[src/rtl/counter_monitor.sv]
// Monitor for an up/down/load counter under test. Predicts the counter's next
// (Q, RCO, LOAD) from its observed state and inputs, compares one edge later,
// and reports mismatches through a registered pulse, a sticky flag and
// saturating counters. Optionally halts on the first mismatch.
module counter_monitor #(
   parameter int unsigned WIDTH = 4
) (
   input  logic             CLK,
   input  logic             RESET,
   input  logic             ENABLE,
   input  logic [1:0]       MODO,
   input  logic [WIDTH-1:0] D,
   input  logic [WIDTH-1:0] Q,
   input  logic             RCO,
   input  logic             LOAD,
   input  logic             STOP_ON_ERR,
   output logic             ERROR,
   output logic             ERR_FLAG,
   output logic [7:0]       ERR_CNT,
   output logic [15:0]      CHK_CNT,
   output logic [WIDTH-1:0] EXP_Q,
   output logic             HALTED
);

   localparam logic [1:0] ST_IDLE  = 2'd0;
   localparam logic [1:0] ST_CHECK = 2'd1;
   localparam logic [1:0] ST_HALT  = 2'd2;

   logic [1:0]       state_q, state_d;
   logic [WIDTH-1:0] exp_q_q;
   logic             exp_rco_q;
   logic             exp_load_q;
   logic             error_q;
   logic             err_flag_q;
   logic [7:0]       err_cnt_q;
   logic [15:0]      chk_cnt_q;

   logic [WIDTH:0]   sum3;
   logic [WIDTH-1:0] pred_q;
   logic             pred_rco;
   logic             pred_load;
   logic             mismatch;
   logic             active;

   // Carry out of Q+3 is the wrap condition for the count-by-3 mode.
   assign sum3 = {1'b0, Q} + (WIDTH+1)'(3);

   // Reference model: next counter outputs from the observed Q, not from EXP_Q,
   // so one bad step yields exactly one mismatch.
   always_comb begin
      pred_q    = Q;
      pred_rco  = 1'b0;
      pred_load = 1'b0;
      if (ENABLE) begin
         case (MODO)
            2'b00: begin
               pred_q   = sum3[WIDTH-1:0];
               pred_rco = sum3[WIDTH];
            end
            2'b01: begin
               pred_q   = Q - WIDTH'(1);
               pred_rco = (Q == '0);
            end
            2'b10: begin
               pred_q   = Q + WIDTH'(1);
               pred_rco = (Q == '1);
            end
            default: begin
               pred_q    = D;
               pred_load = 1'b1;
            end
         endcase
      end
   end

   assign mismatch = (Q != exp_q_q) || (RCO != exp_rco_q) || (LOAD != exp_load_q);
   assign active   = (state_q != ST_HALT);

   // FSM next state: any checking edge leaves IDLE; a mismatch with stop enabled halts.
   always_comb begin
      state_d = state_q;
      if (active) begin
         state_d = (mismatch && STOP_ON_ERR) ? ST_HALT : ST_CHECK;
      end
   end

   // Comparison, counters and prediction update; everything frozen in HALT.
   always_ff @(posedge CLK or posedge RESET) begin
      if (RESET) begin
         state_q    <= ST_IDLE;
         exp_q_q    <= '0;
         exp_rco_q  <= 1'b0;
         exp_load_q <= 1'b0;
         error_q    <= 1'b0;
         err_flag_q <= 1'b0;
         err_cnt_q  <= 8'd0;
         chk_cnt_q  <= 16'd0;
      end else begin
         state_q <= state_d;
         if (active) begin
            error_q <= mismatch;
            if (mismatch) begin
               err_flag_q <= 1'b1;
               if (err_cnt_q != 8'hFF) begin
                  err_cnt_q <= err_cnt_q + 8'd1;
               end
            end
            if (chk_cnt_q != 16'hFFFF) begin
               chk_cnt_q <= chk_cnt_q + 16'd1;
            end
            exp_q_q    <= pred_q;
            exp_rco_q  <= pred_rco;
            exp_load_q <= pred_load;
         end else begin
            error_q <= 1'b0;
         end
      end
   end

   assign ERROR    = error_q;
   assign ERR_FLAG = err_flag_q;
   assign ERR_CNT  = err_cnt_q;
   assign CHK_CNT  = chk_cnt_q;
   assign EXP_Q    = exp_q_q;
   assign HALTED   = (state_q == ST_HALT);

endmodule

[config.mk]
export PLATFORM = sky130hd
export DESIGN_NAME = counter_monitor
export DESIGN_NICKNAME = d
export VERILOG_FILES = /design/src/rtl/counter_monitor.sv
export SDC_FILE = /design/constraint.sdc
export NUM_CORES = 1
export LEC_CHECK = 0
export CELL_PAD_IN_SITES_DETAIL_PLACEMENT = 0
export CELL_PAD_IN_SITES_GLOBAL_PLACEMENT = 1
export CORE_ASPECT_RATIO = 0.8
export CORE_MARGIN = 5
export CORE_UTILIZATION = 45
export DETAILED_ROUTE_END_ITERATION = 16
export DONT_BUFFER_PORTS = 1
export HOLD_SLACK_MARGIN = 0.02
export PLACE_DENSITY = 0.75
export RECOVER_POWER = 25
export SETUP_SLACK_MARGIN = 0.15
export SYNTH_ARGS = -nofsm -noshare
export SYNTH_HDL_FRONTEND = slang
export SYNTH_SLANG_ARGS = --single-unit
[constraint.sdc]
create_clock -name CLK -period 2.05 [get_ports CLK]
set_clock_uncertainty 0.1 [all_clocks]
set_input_delay 0.1025 -clock CLK [delete_from_list [all_inputs] [get_ports CLK]]
set_output_delay 0.1025 -clock CLK [all_outputs]
set_load 0.01 [all_outputs]
After elaboration in Yosys (flattened, before gate mapping). Index checks and enable logic that the tools add are counted.

Reductions and logical operators: 9. Equal/unequal tests: 10. Mux-type cells: 8. $add $sub $neg: 5.

Operator list (count): $add 16x1->16 const B (1); $ne 16x16->1 const B (1); $pmux 4 s3 (1); $add 8x1->8 const B (1); $ne 8x8->1 const B (1); $add 4x2->5 const B (1); $add 4x1->4 const B (1); $eq 2x2->1 const B (2); $eq 4x4->1 const B (1); $logic_not 4->1 (1); $mux 1 (4); $mux 4 (1); $ne 4x4->1 (1); $reduce_and 2->1 (2); $sub 4x1->4 const B (1); $pmux 1 s3 (1); $reduce_and 3->1 (1); $reduce_or 3->1 (1); $eq 2x1->1 const B (1); $logic_not 2->1 (1); $logic_or 1x1->1 (2); $mux 2 (1); $ne 1x1->1 (2); $ne 2x2->1 const B (1); $logic_and 1x1->1 (1).

Output and inout bits: 31. Register bits after elaboration: 34. Word-level logic and storage cells: 40.

Depth between registers and ports, before layout.
Depth after elaboration: 5. Depth in mapped cells: 9. Depth with buffers taken out: 9.

Worst setup path after synthesis. OpenSTA, ideal clock, no wires.

Path type: reg2reg. From: reg exp_q_q[3], in the netlist EXP_Q[3]. To: reg err_cnt_q[1], in the netlist ERR_CNT[1]. Path buffers: 0. Arrival: 1.536 ns. Clock period less this slack: 1.761 ns. Library setup time: 0.125 ns. Data required time: 1.825 ns. Path slack: 0.289 ns. Stages on the path, launching flop included: 6. Path through: dfrtp_1 -> xor2_2 -> nor4_2 -> nand3_2 -> and3_4 -> mux2_4.

Longest elaborated chain between the ends: 4.

RTL lines: start, declared (RTL line 30) `logic [WIDTH-1:0] exp_q_q;`; start signal, assigned (RTL line 111) `exp_q_q <= pred_q;`; $ne 4x4->1 (RTL line 76) `assign mismatch = (Q != exp_q_q) || (RCO != exp_rco_q) || (LOAD != exp_load_q);`; $logic_or 1x1->1 (2 in series) (RTL line 76); $reduce_and 3->1 (no line); end signal, assigned (RTL line 105) `err_cnt_q <= err_cnt_q + 8'd1;`; end, declared (RTL line 35) `logic [7:0] err_cnt_q;`.

Every way passes these cells. A chain may end at the register's enable or synchronous reset.

Final worst setup path. Same ends and word-level chain as after synthesis.

==> results.txt <==
The highest clock frequency the design can meet was 545 MHz; the number of distinct standard cells referenced by the synthesized netlist was 41. At the end of routability-driven placement, the weighted congestion stood at 0.821. Averaged over all synthesized cells, the footprint is 10.1 um^2.

For the reported net switching power, the log shows 827 uW. Counting the buffers created by CTS gives 5. The worst hold path depth was 3. Clock tree synthesis selected as its root buffer the cell clkbuf_8. Power spread over the standard cell area amounts to 1030 nW/um^2. Setup violations remaining at the end of the flow were counted as 0. The synthesized instance count was 196; the vias after detailed routing was 1483.

The antenna diode count is 0. The simple-gate area share of the yosys netlist is 19.5%. When the netlist entered floorplanning its net count stood at 225.

Of all nets on the critical path, the largest fanout is 5. The kind of critical path is reg2reg. The number of global-route vias before repair is 1496, and the vertical die dimension is 69.2 um. The average routed wire per standard cell is 16.3 um. Setup repair after global routing could not meet its margin everywhere. The clock passes through at most 2 buffers.

The residual overflow from global routing was 0; the share of total power in sequential cells was 46.8%. The data arrival time at the worst-slack endpoint was 1.91 ns. Worst-case setup margin in the final layout: 0.217 ns.

In this run the critical register-to-register path is launched from EXP_Q[3]. In the layout the commonest cells are 31 x dfrtp_1, 19 x xnor2_1, 19 x nand2_1. The placeable core region came out at 4200 um^2. In this run, the combinational gates consume 27.8% of the power. The worst hold path endpoint is exp_load_q.

The xor and xnor fraction of the mapped netlist area was 14.6%; the number of search-and-repair iterations in the first detailed-routing pass was 4. After clock tree synthesis, the clock-pin slew on the worst setup and hold paths is 0.07 ns. By area, the combinational part of the netlist is dominated by simple AND/OR/NAND/NOR gates. The smallest clock period supported by the final layout is computed as 1.83 ns. The number of design-rule violations left by the first detailed-router iteration was 73; the complex-gate fraction of the synthesized area was 8.37%. For the final routed database, the setup TNS stands at 0 ns. The transition time at the pin with the least slew margin is 0.825 ns. The post-route netlist has 13.6% of its cells at a drive strength greater than 1. TritonCTS built the clock tree. The layout net count is 242. In this run the most critical hold path is launched from MODO[1]. The detail route stage leaves a number of antenna-violating nets equal to 0. In this run, placement finished with an instance count of 253. In this run the biggest area consumer among cell types represents 43.1% of the synthesized area.

Switching fraction of total power: 35.2%. After filler insertion, the fill cell instance count of the layout stands at 381. For this run, the share of the core covered by cells in the final layout is 54.1%. Detailed placement ended at an HPWL of 3.22 mm. The tightest min-delay check is of the in2reg type. Number of buffer cells added on primary ports: 0. The run finished with clean final reports. At the worst endpoint, the required time is 2.12 ns. Register-to-register setup slack: 0.22 ns.

The via density per instance is 5.47. The Yosys step of the flow raised 0 warnings. Wires add up to 4.42 mm. The run gives 1970 um^2 as the area of the mapped netlist. In the post-synthesis netlist, the biggest area contributors are dfrtp_1 43%, xnor2_1 8.4%, ha_1 8.2%.

The worst path uses 89.4% of the clock period. The cell-internal power came out at 1520 uW. The worst setup path is captured at a register. Entering global routing, the biggest net connects 35 pins. The area growth from synthesis to final layout works out to 15.3%.

The logs give 0 for the final-report max-slew violation count and 0 for the number of violations of the max-capacitance limit. The largest area contributor in the netlist is dfrtp_1. The die outline width works out to 84.0 um. The number of antenna violations at the first check in global routing was 0; the post-detailed-route DRC marker count was 0. The row count came out at 21.

The worst register-to-register path ends at ERR_CNT[1]. The first-pass GRT wire length is 7.31 mm, and the flop and latch count out of synthesis is 34. After the flow finishes, the layout carries non-filler instances totaling 271. Pin placement for this block handled 47 I/O pins.

CTS built an H-tree with a depth of 2. For this run, the register share of the synthesized area comes to 43.1%. The worst setup path is launched from a register.

Counting every sink on the clock net gives 34. In this run the static leakage power is 0.00104 uW. The most frequent standard cell in the layout excluding fill and tap cells is dfrtp_1. The clock network is responsible for 25.4% of the overall power.

The multiplexer fraction of the synthesized cell area was 2.41%; the final count of hold timing violations was 0. IR analysis of the VDD net gives a maximum drop of 440 uV. Adder and majority gate portion of the synthesized area: 8.24%.

The post-placement worst setup slack was 0.138 ns. The later pin in the worst-skew pair is clocked with a latency of 0.28 ns. For this configuration, the core starts out at a cell density of 46.9%. The relative slew slack is 45.0%, and the count of cells along the worst register-to-register path is 5. In this run the worst setup path begins at EXP_Q[3]. For the global routing usage summed across all routing layers, the log shows 15.6%.

The floorplan die area is 5820 um^2.
[synth_stat cells]
| cell | instances |
|---|---|
| a21bo_2 | 1 |
| a21oi_1 | 7 |
| a221oi_1 | 1 |
| a2bb2oi_1 | 1 |
| a311oi_1 | 1 |
| a31oi_1 | 1 |
| a41oi_1 | 1 |
| and3_1 | 7 |
| and3_2 | 1 |
| and3_4 | 1 |
| and4_1 | 4 |
| and4_2 | 2 |
| buf_1 | 1 |
| buf_6 | 1 |
| clkbuf_1 | 4 |
| dfrtp_1 | 34 |
| ha_1 | 13 |
| inv_1 | 12 |
| mux2_2 | 2 |
| mux2_4 | 1 |
| mux2i_1 | 1 |
| nand2_1 | 19 |
| nand2b_1 | 4 |
| nand3_1 | 11 |
| nand3_2 | 1 |
| nand4_1 | 4 |
| nand4b_1 | 1 |
| nor2_1 | 10 |
| nor2b_1 | 1 |
| nor3_1 | 1 |
| nor4_2 | 1 |
| nor4bb_1 | 1 |
| o211ai_1 | 1 |
| o21a_1 | 1 |
| o21ai_0 | 8 |
| o22ai_1 | 1 |
| o311ai_0 | 1 |
| o41ai_1 | 1 |
| xnor2_1 | 19 |
| xor2_1 | 12 |
| xor2_2 | 1 |
[kinds of logic after synthesis]
logic type                 count (synthesis)
AOI/OAI and AO/OA                         26
xor gates and xnor gates                  32
adders and majority gates                 13
buffers and inverters                     18
DFF                                       34
muxes                                      4
and+or+nand+nor                           69
[worst max path at each step]
stage,endpoint,slack (ns),cells after the start
final,ERR_CNT[1],0.22,5
after floorplan,ERR_CNT[1],0.29,5
after global routing,CHK_CNT[5],0.12,5
after global placement,ERR_CNT[1],0.21,5
after CTS,ERR_CNT[1],0.17,5
after detailed placement,EXP_Q[3],0.14,9
[state kept, by name, indices dropped and copies added (netlist names)]
register,cells
ERR_CNT,8
CHK_CNT,16
ERR_FLAG,1
exp_rco_q,1
state_q,2
EXP_Q,4
exp_load_q,1
ERROR,1
[critical path, stage by stage, from the launching register on]
cell	delay [ns]
dfrtp_2	0.45
xor2_2	0.20
nor4_4	0.30
nand3_2	0.16
and3_4	0.22
mux2_4	0.29
[power groups by stage]
stage | logic, uW | clock network [uW] | registers, uW
2_1_floorplan | 430 | 0 | 1080
3_3_place_gp | 585 | 0 | 1100
3_5_place_dp | 614 | 0 | 1110
4_1_cts | 630 | 610 | 1100
5_1_grt | 729 | 643 | 1140
6_report | 653 | 597 | 1100
[through the flow]
step	instance area, um^2	total power [uW]	hold slack, ns
finish	2270	2350	0.0229
floorplan	1970	1510	0.107
global placement	2060	1690	0.00476
CTS	2250	2340	0.0217
global route	2270	2510	0.0471
detailed placement	2060	1720	0.0115
[metal layers]
| layer | vias to the layer above | wire length (um) | part of all wire [%] | GRT usage [%] |
|---|---|---|---|---|
| met5 | - | 0 | 0 | 0 |
| met4 | 0 | 33 | 0.75 | 4.29 |
| met3 | 4 | 322 | 7.3 | 7.13 |
| met2 | 42 | 2070 | 47 | 23.3 |
| met1 | 724 | 1990 | 45 | 20.3 |
| li1 | 713 | - | - | - |
[area by class of cell]
type                            instances  area (um^2)  area share (%)
Sequential cell                        34          855            37.6
Clock buffer                            7         76.3            3.36
Clock inverter                          1         30.0            1.32
Multi-Input combinational cell        145         1070            46.9
Timing Repair Buffer                   15          130            5.72
Inverter                               12         45.0            1.98
Tap cell                               57         71.3            3.14
[repair_timing]
action / 4_1_cts / 5_1_grt
endpoints found under the hold margin: 42 / 0
buffers inserted: 0 / 1
resized for setup: 0 / 7
endpoints found under the setup margin: 0 / 8
hold buffers: 8 / 0
No activity file was read; power rests on OpenSTA's default activity.
